--- src/rtl/cache_pkg.sv ---
// -----------------------------------------------------------------------------
// cache_pkg
// Shared constants and types for the cache line writeback path.
//   DEF_LINE_W / DEF_BEAT_W / DEF_ADDR_W : default line, beat and address widths
//   BEATS / BEAT_IDX_W                   : beats per line and beat-index width
//   wb_state_e                           : writeback FSM states
// -----------------------------------------------------------------------------
package cache_pkg;

    localparam int DEF_LINE_W = 256;
    localparam int DEF_BEAT_W = 32;
    localparam int DEF_ADDR_W = 32;

    localparam int BEATS      = DEF_LINE_W / DEF_BEAT_W;
    localparam int BEAT_IDX_W = $clog2(BEATS);

    typedef enum logic [1:0] {
        IDLE = 2'd0,
        SEND = 2'd1,
        DONE = 2'd2
    } wb_state_e;

endpackage

--- src/rtl/wb_line_buffer.sv ---
// -----------------------------------------------------------------------------
// wb_line_buffer
// Private copy of one cache line plus the beat-select mux feeding the memory
// write port. Holding the copy here lets the data array be refilled while the
// writeback is still draining.
// Ports:
//   clk, reset     : clock, asynchronous active-high reset
//   load           : capture line_in this cycle
//   line_in        : line contents from the data array
//   beat_sel       : beat index to present on beat_out
//   beat_out       : selected BEAT_W slice of the stored line
// -----------------------------------------------------------------------------
module wb_line_buffer #(
    parameter int LINE_W = 256,
    parameter int BEAT_W = 32,
    parameter int IDX_W  = 3
) (
    input  logic              clk,
    input  logic              reset,
    input  logic              load,
    input  logic [LINE_W-1:0] line_in,
    input  logic [IDX_W-1:0]  beat_sel,
    output logic [BEAT_W-1:0] beat_out
);

    logic [LINE_W-1:0] line_r;

    // Line capture register; only reloaded when a new writeback is accepted.
    always_ff @(posedge clk or posedge reset) begin
        if (reset) begin
            line_r <= {LINE_W{1'b0}};
        end else if (load) begin
            line_r <= line_in;
        end else begin
            line_r <= line_r;
        end
    end

    // Beat 0 is the least-significant slice of the line.
    always_comb begin
        beat_out = line_r[beat_sel*BEAT_W +: BEAT_W];
    end

endmodule

--- src/rtl/cache_line_writeback.sv ---
// -----------------------------------------------------------------------------
// cache_line_writeback
// Captures a full cache line on wb_req and streams it to memory as BEAT_W
// beats over a valid/ready handshake, lowest beat first.
// Build option: define CACHE_WB_PARITY_EN to add mem_wpar (even parity per
// byte of mem_wdata, zero whenever mem_valid is low).
// Ports:
//   clk, reset          : clock, asynchronous active-high reset
//   wb_req              : start a writeback (only honoured while idle)
//   wb_addr             : line base byte address (line offset bits ignored)
//   line_data           : line contents from the data array
//   wb_busy             : writeback in progress (SEND or DONE)
//   wb_done             : one-cycle pulse after the final beat is accepted
//   mem_valid/mem_ready : beat handshake
//   mem_addr, mem_wdata : byte address and data of the current beat
//   mem_last            : current beat is the last of the line
//   mem_wpar            : per-byte even parity (CACHE_WB_PARITY_EN only)
// All outputs are registered; next-cycle values are computed from next state.
// -----------------------------------------------------------------------------
module cache_line_writeback
    import cache_pkg::*;
#(
    parameter int LINE_W = DEF_LINE_W,
    parameter int BEAT_W = DEF_BEAT_W,
    parameter int ADDR_W = DEF_ADDR_W
) (
    input  logic              clk,
    input  logic              reset,
    input  logic              wb_req,
    input  logic [ADDR_W-1:0] wb_addr,
    input  logic [LINE_W-1:0] line_data,
    output logic              wb_busy,
    output logic              wb_done,
    output logic              mem_valid,
    input  logic              mem_ready,
    output logic [ADDR_W-1:0] mem_addr,
    output logic [BEAT_W-1:0] mem_wdata,
    output logic              mem_last
`ifdef CACHE_WB_PARITY_EN
    ,
    output logic [BEAT_W/8-1:0] mem_wpar
`endif
);

    localparam int NUM_BEATS  = LINE_W / BEAT_W;
    localparam int IDX_W      = $clog2(NUM_BEATS);
    localparam int BEAT_SHIFT = $clog2(BEAT_W / 8);
    localparam logic [IDX_W-1:0]  LAST_BEAT  = IDX_W'(NUM_BEATS - 1);
    localparam logic [ADDR_W-1:0] ALIGN_MASK = ~(ADDR_W'(LINE_W / 8 - 1));

    wb_state_e         state_r, state_nxt_s;
    logic [IDX_W-1:0]  beat_r, beat_nxt_s;
    logic [ADDR_W-1:0] base_r, base_nxt_s;
    logic              load_s;
    logic              send_nxt_s;
    logic [BEAT_W-1:0] buf_beat_s;
    logic [BEAT_W-1:0] wdata_nxt_s;
    logic [ADDR_W-1:0] addr_nxt_s;

    wb_line_buffer #(
        .LINE_W (LINE_W),
        .BEAT_W (BEAT_W),
        .IDX_W  (IDX_W)
    ) u_line_buffer (
        .clk      (clk),
        .reset    (reset),
        .load     (load_s),
        .line_in  (line_data),
        .beat_sel (beat_nxt_s),
        .beat_out (buf_beat_s)
    );

    // Next-state, beat counter and base address logic.
    always_comb begin
        state_nxt_s = state_r;
        beat_nxt_s  = beat_r;
        base_nxt_s  = base_r;
        load_s      = 1'b0;
        case (state_r)
            IDLE: begin
                if (wb_req) begin
                    state_nxt_s = SEND;
                    beat_nxt_s  = {IDX_W{1'b0}};
                    base_nxt_s  = wb_addr & ALIGN_MASK;
                    load_s      = 1'b1;
                end else begin
                    state_nxt_s = IDLE;
                end
            end
            SEND: begin
                // mem_valid is always high in SEND, so mem_ready alone means a transfer.
                if (mem_ready) begin
                    if (beat_r == LAST_BEAT) begin
                        state_nxt_s = DONE;
                    end else begin
                        beat_nxt_s = beat_r + {{(IDX_W-1){1'b0}}, 1'b1};
                    end
                end else begin
                    state_nxt_s = SEND;
                end
            end
            DONE: begin
                state_nxt_s = IDLE;
            end
            default: begin
                state_nxt_s = IDLE;
            end
        endcase
    end

    // Next-cycle beat data and address; the buffer is still loading on the
    // accept edge, so beat 0 is taken straight from line_data then.
    always_comb begin
        send_nxt_s = (state_nxt_s == SEND);
        if (load_s) begin
            wdata_nxt_s = line_data[BEAT_W-1:0];
        end else begin
            wdata_nxt_s = buf_beat_s;
        end
        addr_nxt_s = base_nxt_s + (ADDR_W'(beat_nxt_s) << BEAT_SHIFT);
    end

    // State register and registered outputs.
    always_ff @(posedge clk or posedge reset) begin
        if (reset) begin
            state_r   <= IDLE;
            beat_r    <= {IDX_W{1'b0}};
            base_r    <= {ADDR_W{1'b0}};
            wb_busy   <= 1'b0;
            wb_done   <= 1'b0;
            mem_valid <= 1'b0;
            mem_addr  <= {ADDR_W{1'b0}};
            mem_wdata <= {BEAT_W{1'b0}};
            mem_last  <= 1'b0;
        end else begin
            state_r   <= state_nxt_s;
            beat_r    <= beat_nxt_s;
            base_r    <= base_nxt_s;
            wb_busy   <= (state_nxt_s != IDLE);
            wb_done   <= (state_nxt_s == DONE);
            mem_valid <= send_nxt_s;
            mem_addr  <= send_nxt_s ? addr_nxt_s : {ADDR_W{1'b0}};
            mem_wdata <= send_nxt_s ? wdata_nxt_s : {BEAT_W{1'b0}};
            mem_last  <= send_nxt_s && (beat_nxt_s == LAST_BEAT);
        end
    end

`ifdef CACHE_WB_PARITY_EN
    // Even parity: each bit is the XOR of its byte.
    function automatic logic [BEAT_W/8-1:0] byte_parity(input logic [BEAT_W-1:0] d);
        logic [BEAT_W/8-1:0] p;
        p = {(BEAT_W/8){1'b0}};
        for (int i = 0; i < BEAT_W/8; i++) begin
            p[i] = ^d[i*8 +: 8];
        end
        return p;
    endfunction

    // Parity register, aligned with mem_wdata and zero outside SEND.
    always_ff @(posedge clk or posedge reset) begin
        if (reset) begin
            mem_wpar <= {(BEAT_W/8){1'b0}};
        end else begin
            mem_wpar <= send_nxt_s ? byte_parity(wdata_nxt_s) : {(BEAT_W/8){1'b0}};
        end
    end
`endif

endmodule

--- config.mk ---
export PLATFORM = sky130hd
export DESIGN_NAME = cache_line_writeback
export DESIGN_NICKNAME = d
export VERILOG_FILES = /design/src/rtl/cache_pkg.sv /design/src/rtl/wb_line_buffer.sv /design/src/rtl/cache_line_writeback.sv
export SDC_FILE = /design/constraint.sdc
export NUM_CORES = 1
export LEC_CHECK = 0
export CORE_MARGIN = 10
export CORE_UTILIZATION = 30
export DETAILED_ROUTE_END_ITERATION = 8
export GPL_TIMING_DRIVEN = 0
export SYNTH_ARGS = -nofsm -noshare
export SYNTH_HDL_FRONTEND = slang
export SYNTH_HIERARCHICAL = 1
export SYNTH_SLANG_ARGS = --single-unit
--- constraint.sdc ---
create_clock -name clk -period 25.2 [get_ports clk]
set_input_delay 6.3 -clock clk [delete_from_list [all_inputs] [get_ports clk]]
set_output_delay 6.3 -clock clk [all_outputs]
set_load 0.005 [all_outputs]
==> results.json, run 1 <==
{
  "antenna_found_initial": 19,
  "dp_hpwl_um": 41300,
  "die_y_um": 253,
  "worst_slack_ns": 14.77,
  "die_w_um": 253,
  "timing.hold.ws_ns": 0.472,
  "worstMarginPinSlew_ns": 0.916,
  "critPathCaptureType": "flop",
  "synthCells": 1156,
  "async_reset_ff_share_pct": 100,
  "num_vias": 11300,
  "outcome": "finished clean",
  "synth_top_area_share_pct": 55.6,
  "drive_gt1_share_pct": 28.7,
  "crit_slowest_cell": "clkbuf_1",
  "power_leakage_uw": 0.00929,
  "grt_pass1_vias": 12400,
  "synth_area_leaders": "dfrtp_1 (56%), mux2_2 (20%), mux4_1 (4.8%)",
  "synth.cell_area_sq_um": 16300,
  "fin_crit_ns": 10.43,
  "cts_tree": "done",
  "design.die.area_sq_um": 63900,
  "cts_root_buf": "clkbuf_16",
  "fin_nets": 1854,
  "clk_pin_slew_ns": 0.06,
  "insertion_delay_ns": 0.56,
  "syn_avg_cell_area_sq_um": 14.1,
  "route.detailed.drc": 0,
  "grt-ovfl-total": 0,
  "min_period_over_period_pct": 41.4,
  "worstPathRequired_ns": 25.66,
  "finalHoldViolCount": 0,
  "yosysUniqueCellTypes": 51,
  "track_usage_pct": 17.3,
  "place_ws_ns": 14.16,
  "gp_congestion": 0.936,
  "crit_type": "in -> reg",
  "p_sw_share_pct": 32.3,
  "slowest_delay_ns": 0.58,
  "cts_buffers": 42,
  "postCtsSetupBuffers": 0,
  "cp-start-kind": "primary input",
  "antenna_left": 0,
  "wirelength_um": 55700,
  "htreeDepth": 2,
  "wl_per_cell_um": 24.4,
  "slew_violations": 0,
  "clock_sinks": 361,
  "place_area_sq_um": 20800,
  "rows": 85,
  "drtIter0Drc": 540,
  "io_buffers": 354,
  "pwr-share-seq_pct": 35.2,
  "crit_fanout": 10,
  "finish.instance_area_sq_um": 22200,
  "grt_start_max_net_pins": 112,
  "area_growth_pct": 36.2,
  "rsz0062_at_grt": "false",
  "synth_flop_cell": "dfrtp_1",
  "synth-seq-cells": 361,
  "ys_seq_area_share_pct": 55.6,
  "skew_ns": 0.0160,
  "hold_path.class": "reg -> reg",
  "yosys.area.top_type": "dfrtp_1",
  "setup_viol": 0,
  "vias_per_cell": 4.94,
  "p_comb_share_pct": 43.7,
  "crit_chain": "clkdlybuf4s50_1 -> or3b_1 -> buf_6 -> buf_2 -> buf_2 -> clkbuf_1 -> clkbuf_1 -> nand2_1 -> inv_1 -> ha_1 -> a21o_1 -> a21oi_1 -> a211oi_2 -> buf_4 -> nand4_1 -> mux2i_1",
  "cap_violations": 0,
  "p_int_uw": 1950,
  "synth-edff-count": 0,
  "arrival_ns": 10.89,
  "clk_path_buf_depth": 3,
  "ioPinCount": 360,
  "nFillCells": 4964,
  "cp_num_buf_inv": 8,
  "postCtsHoldBufs": 0,
  "powerDensity_nw_per_um2": 130,
  "yosysWarnings": 6,
  "path_delay_family": "buffers and inverters",
  "firstDrtPassIters": 5,
  "cts_resized": 0,
  "start_util_pct": 30.3,
  "coreArea_sq_um": 53700,
  "grt_pass1_wl_um": 82000,
  "p_clk_share_pct": 21.1,
  "synthesis.nets": 1453,
  "fmax_ghz": 0.0959,
  "ir_drop_v": 0.0000553,
  "p_sw_uw": 931,
  "setup_tns_ns": 0,
  "relSlewSlack_pct": 38.9
}
-- layout make-up --
cell class / count / area (sq um) / share of cell area [%]
inverter: 16 / 72.6 / 0.328
clock buffer: 64 / 1260 / 5.71
antenna: 4 / 10.0 / 0.0452
sequential: 361 / 9030 / 40.8
timing repair buffer: 357 / 3630 / 16.4
multi-input combinational: 708 / 6780 / 30.6
tap: 696 / 871 / 3.93
clock inverter: 9 / 105 / 0.474
buffer: 71 / 388 / 1.75
-- layer usage --
layer / wire, um / share of wire, % / vias to the layer above / GRT usage [%]
met5: 221 / 0.40 / - / 0
met4: 976 / 1.8 / 30 / 4.18
met3: 4430 / 8.0 / 98 / 5.43
met2: 26600 / 48 / 422 / 28.5
met1: 23500 / 42 / 5734 / 21.7
li1: - / - / 5016 / -
-- cells in the mapped netlist (10+ instances only) --
cell type,number
dfrtp_1,361
mux2_2,294
nand2_1,140
a21oi_1,44
buf_2,37
mux4_2,34
mux4_1,30
nor2_1,20
nand3_1,17
nand4_1,17
nor3_1,16
inv_1,15
clkbuf_1,14
mux2i_1,12
and2_1,11
xnor2_1,10
-- power groups by stage --
stage	Combinational, uW	Clock (uW)	Sequential, uW
finish	1260	609	1010
global route	1370	648	1050
CTS	1280	625	1020
detailed placement	1280	0	1020
global placement	1260	0	1010
floorplan	862	0	974
-- cells by family after synthesis --
family,Yosys count,synth area share (%)
multiplexers,370,30.7
flip-flops,361,55.6
AND/OR/NAND/NOR,248,7.09
buffers and inverters,87,2.75
AO/OA/AOI/OAI,74,2.93
XOR/XNOR,11,0.592
adder cells (fa/ha/maj),5,0.431
-- flip-flops by register name (all words and copies together), names as in the netlist --
signal                cells
wb_done                   1
mem_last                  1
u_line_buffer/line_r    256
beat_r                    3
mem_valid                 1
state_r                   2
wb_busy                   1
mem_addr                 32
mem_wdata                32
base_r                   32
-- layout by cell type, fill, tap and decap left out, types with 3 or more instances in the layout --
| cell | instances |
|---|---|
| clkinv_2 | 4 |
| inv_6 | 3 |
| a31oi_1 | 7 |
| mux4_2 | 34 |
| xnor2_1 | 10 |
| and3_1 | 6 |
| and4_1 | 9 |
| buf_16 | 3 |
| o21ai_1 | 3 |
| nand2_1 | 140 |
| mux4_1 | 30 |
| nor3b_1 | 4 |
| inv_1 | 13 |
| mux2i_1 | 12 |
| buf_1 | 9 |
| buf_2 | 37 |
| clkbuf_1 | 24 |
| clkbuf_16 | 43 |
| nand4_1 | 17 |
| clkbuf_8 | 11 |
| nor3_1 | 16 |
| nor2_1 | 20 |
| clkdlybuf4s50_1 | 354 |
| a21oi_1 | 44 |
| mux2_2 | 294 |
| o21a_1 | 3 |
| diode_2 | 4 |
| buf_6 | 9 |
| and2_1 | 11 |
| dfrtp_1 | 361 |
| ha_1 | 4 |
| nand3_1 | 17 |
-- final timing paths --
check	cells after the start	slack [ns]	from	to
min	1	0.47	base_r[0]	base_r[0]
max	16	14.77	wb_req	mem_addr[31]
min reg2reg	1	0.47	base_r[0]	base_r[0]
max reg2reg	15	20.67	state_r[1]	mem_addr[31]
min in group asynchronous	2	6.21	reset	mem_wdata[1]
max in group asynchronous	4	17.64	reset	u_line_buffer/line_r[211]
-- through the flow --
step	std cells	total power [uW]	utilization, %
4_1_cts	2282	2920	41.2
2_1_floorplan	1156	1840	-
6_report	2286	2880	41.2
3_5_place_dp	2209	2300	38.7
5_1_grt	2283	3070	41.2
3_3_place_gp	2206	2270	38.5
(Power assumes the default switching activity.)
==> run 2, diff against run 1 <==
==> constraint.sdc (replaced) <==
create_clock -name clk -period 8.62 [get_ports clk]
set_input_delay 2.155 -clock clk [delete_from_list [all_inputs] [get_ports clk]]
set_output_delay 2.155 -clock clk [all_outputs]
set_load 0.005 [all_outputs]
==> run 2 against run 1 <==
Setup slack got worse by 12 ns. Sequential share of layout area decreased by 0.065 points. Register-to-register slack got worse by 17 ns. Count of clock-buffer cells in the layout decreased by 7. Global-route usage about the same. Worst hold slack got worse by 0.0022 ns. Largest cell class unchanged. Largest power group unchanged. Highest routed layer unchanged.
==> results.json, run 2 (synthesis gave the netlist of run 1 again) <==
{
  "cp-start-kind": "primary input",
  "finalHoldViolCount": 0,
  "p_sw_share_pct": 32.5,
  "cts_root_buf": "clkbuf_16",
  "gp_congestion": 0.928,
  "worstPathRequired_ns": 9.01,
  "grt_pass1_vias": 12600,
  "drive_gt1_share_pct": 29.2,
  "cp_num_buf_inv": 8,
  "dp_hpwl_um": 41700,
  "crit_type": "in -> reg",
  "crit_chain": "clkdlybuf4s50_1 -> or3b_1 -> buf_6 -> buf_2 -> buf_2 -> clkbuf_1 -> clkbuf_1 -> nand2_1 -> inv_1 -> ha_1 -> a21o_1 -> a21oi_1 -> a211oi_2 -> buf_4 -> a31oi_1 -> nor3b_1",
  "worstMarginPinSlew_ns": 0.935,
  "track_usage_pct": 17.3,
  "start_util_pct": 30.3,
  "wirelength_um": 55600,
  "vias_per_cell": 4.92,
  "grt-ovfl-total": 0,
  "path_delay_family": "buffers and inverters",
  "rows": 85,
  "cts_buffers": 42,
  "num_vias": 11300,
  "arrival_ns": 6.65,
  "relSlewSlack_pct": 37.6,
  "setup_tns_ns": 0,
  "powerDensity_nw_per_um2": 377,
  "p_clk_share_pct": 20.6,
  "clk_pin_slew_ns": 0.06,
  "cts_resized": 0,
  "antenna_found_initial": 20,
  "fin_crit_ns": 6.26,
  "firstDrtPassIters": 5,
  "postCtsSetupBuffers": 0,
  "route.detailed.drc": 0,
  "worst_slack_ns": 2.36,
  "p_comb_share_pct": 43.8,
  "slowest_delay_ns": 0.58,
  "fmax_ghz": 0.160,
  "place_area_sq_um": 20900,
  "htreeDepth": 2,
  "min_period_over_period_pct": 72.6,
  "io_buffers": 354,
  "crit_slowest_cell": "a21oi_1",
  "crit_fanout": 10,
  "ioPinCount": 360,
  "ir_drop_v": 0.000154,
  "grt_start_max_net_pins": 87,
  "drtIter0Drc": 533,
  "place_ws_ns": 1.73,
  "critPathCaptureType": "flop",
  "slew_violations": 0,
  "clk_path_buf_depth": 3,
  "setup_viol": 0,
  "most-common-layout-cells": "dfrtp_1 (361), clkdlybuf4s50_1 (354), mux2_2 (294)",
  "grt_pass1_wl_um": 82000,
  "die_w_um": 253,
  "insertion_delay_ns": 0.56,
  "p_sw_uw": 2720,
  "outcome": "finished clean",
  "hold_path.class": "reg -> reg",
  "nFillCells": 4943,
  "die_y_um": 253,
  "finalCoreUtilization_pct": 41.3,
  "fin_nets": 1859,
  "skew_ns": 0.0154,
  "finish.instance_area_sq_um": 22200,
  "pwr-share-seq_pct": 35.5,
  "wl_per_cell_um": 24.3,
  "power_leakage_uw": 0.00931,
  "p_int_uw": 5650,
  "area_growth_pct": 36.4,
  "antenna_left": 0,
  "coreArea_sq_um": 53700,
  "largest_reg_flops": 256,
  "postCtsHoldBufs": 0,
  "clock_sinks": 361,
  "cts_tree": "done",
  "final_common_cell": "dfrtp_1",
  "design.die.area_sq_um": 63900,
  "rsz0062_at_grt": "false",
  "cap_violations": 0,
  "top_register": "u_line_buffer/line_r"
}
-- run 2: cell types whose count changed in the layout (fill, tap and decap cells not counted), sizes merged --
cell and change:
bufinv -1, inv -1, buf +5, clkbuf -7, clkinvlp +1, clkinv +8
-- run 2: area by class of cell --
class	instances	area [sq um]	share of cell area, %
multi-input combinational	708	6780	30.6
buffer	71	388	1.75
clock inverter	16	115	0.519
clock buffer	57	1210	5.45
sequential	361	9030	40.7
tap	696	871	3.93
timing repair buffer	362	3710	16.7
inverter	16	68.8	0.310
antenna	4	10.0	0.0451
-- run 2: worst paths after layout --
kind,startpoint,end,slack (ns),cells past startpoint
setup / recovery,wb_req,mem_addr[23],2.36,16
hold / removal,base_r[0],base_r[0],0.47,1
setup reg to reg,state_r[1],mem_addr[23],4.12,15
hold reg to reg,base_r[0],base_r[0],0.47,1
max in group asynchronous,reset,u_line_buffer/line_r[49],5.34,6
min in group asynchronous,reset,u_line_buffer/line_r[129],1.97,2
-- run 2: stage by stage --
step | power, uW | std cells | hold WS (ns)
2_1_floorplan | 5370 | 1156 | 0.442
3_5_place_dp | 6730 | 2214 | 0.462
4_1_cts | 8490 | 2287 | 0.475
6_report | 8370 | 2291 | 0.469
5_1_grt | 8900 | 2289 | 0.512
3_3_place_gp | 6630 | 2206 | 0.461
-- run 2: layer usage --
layer	wire length [um]	GRT usage, %	up-vias
met5	195	0	-
met2	26400	28.4	389
met3	4330	5.15	94
met1	23600	21.8	5710
li1	-	-	5039
met4	1050	4.47	32
-- run 2: power groups by stage --
stage	clock (uW)	combinational [uW]	sequential (uW)
after floorplan	0	2520	2850
after global placement	0	3670	2970
after detailed placement	0	3730	3000
after CTS	1770	3740	2980
after global routing	1840	3990	3070
final	1730	3670	2970
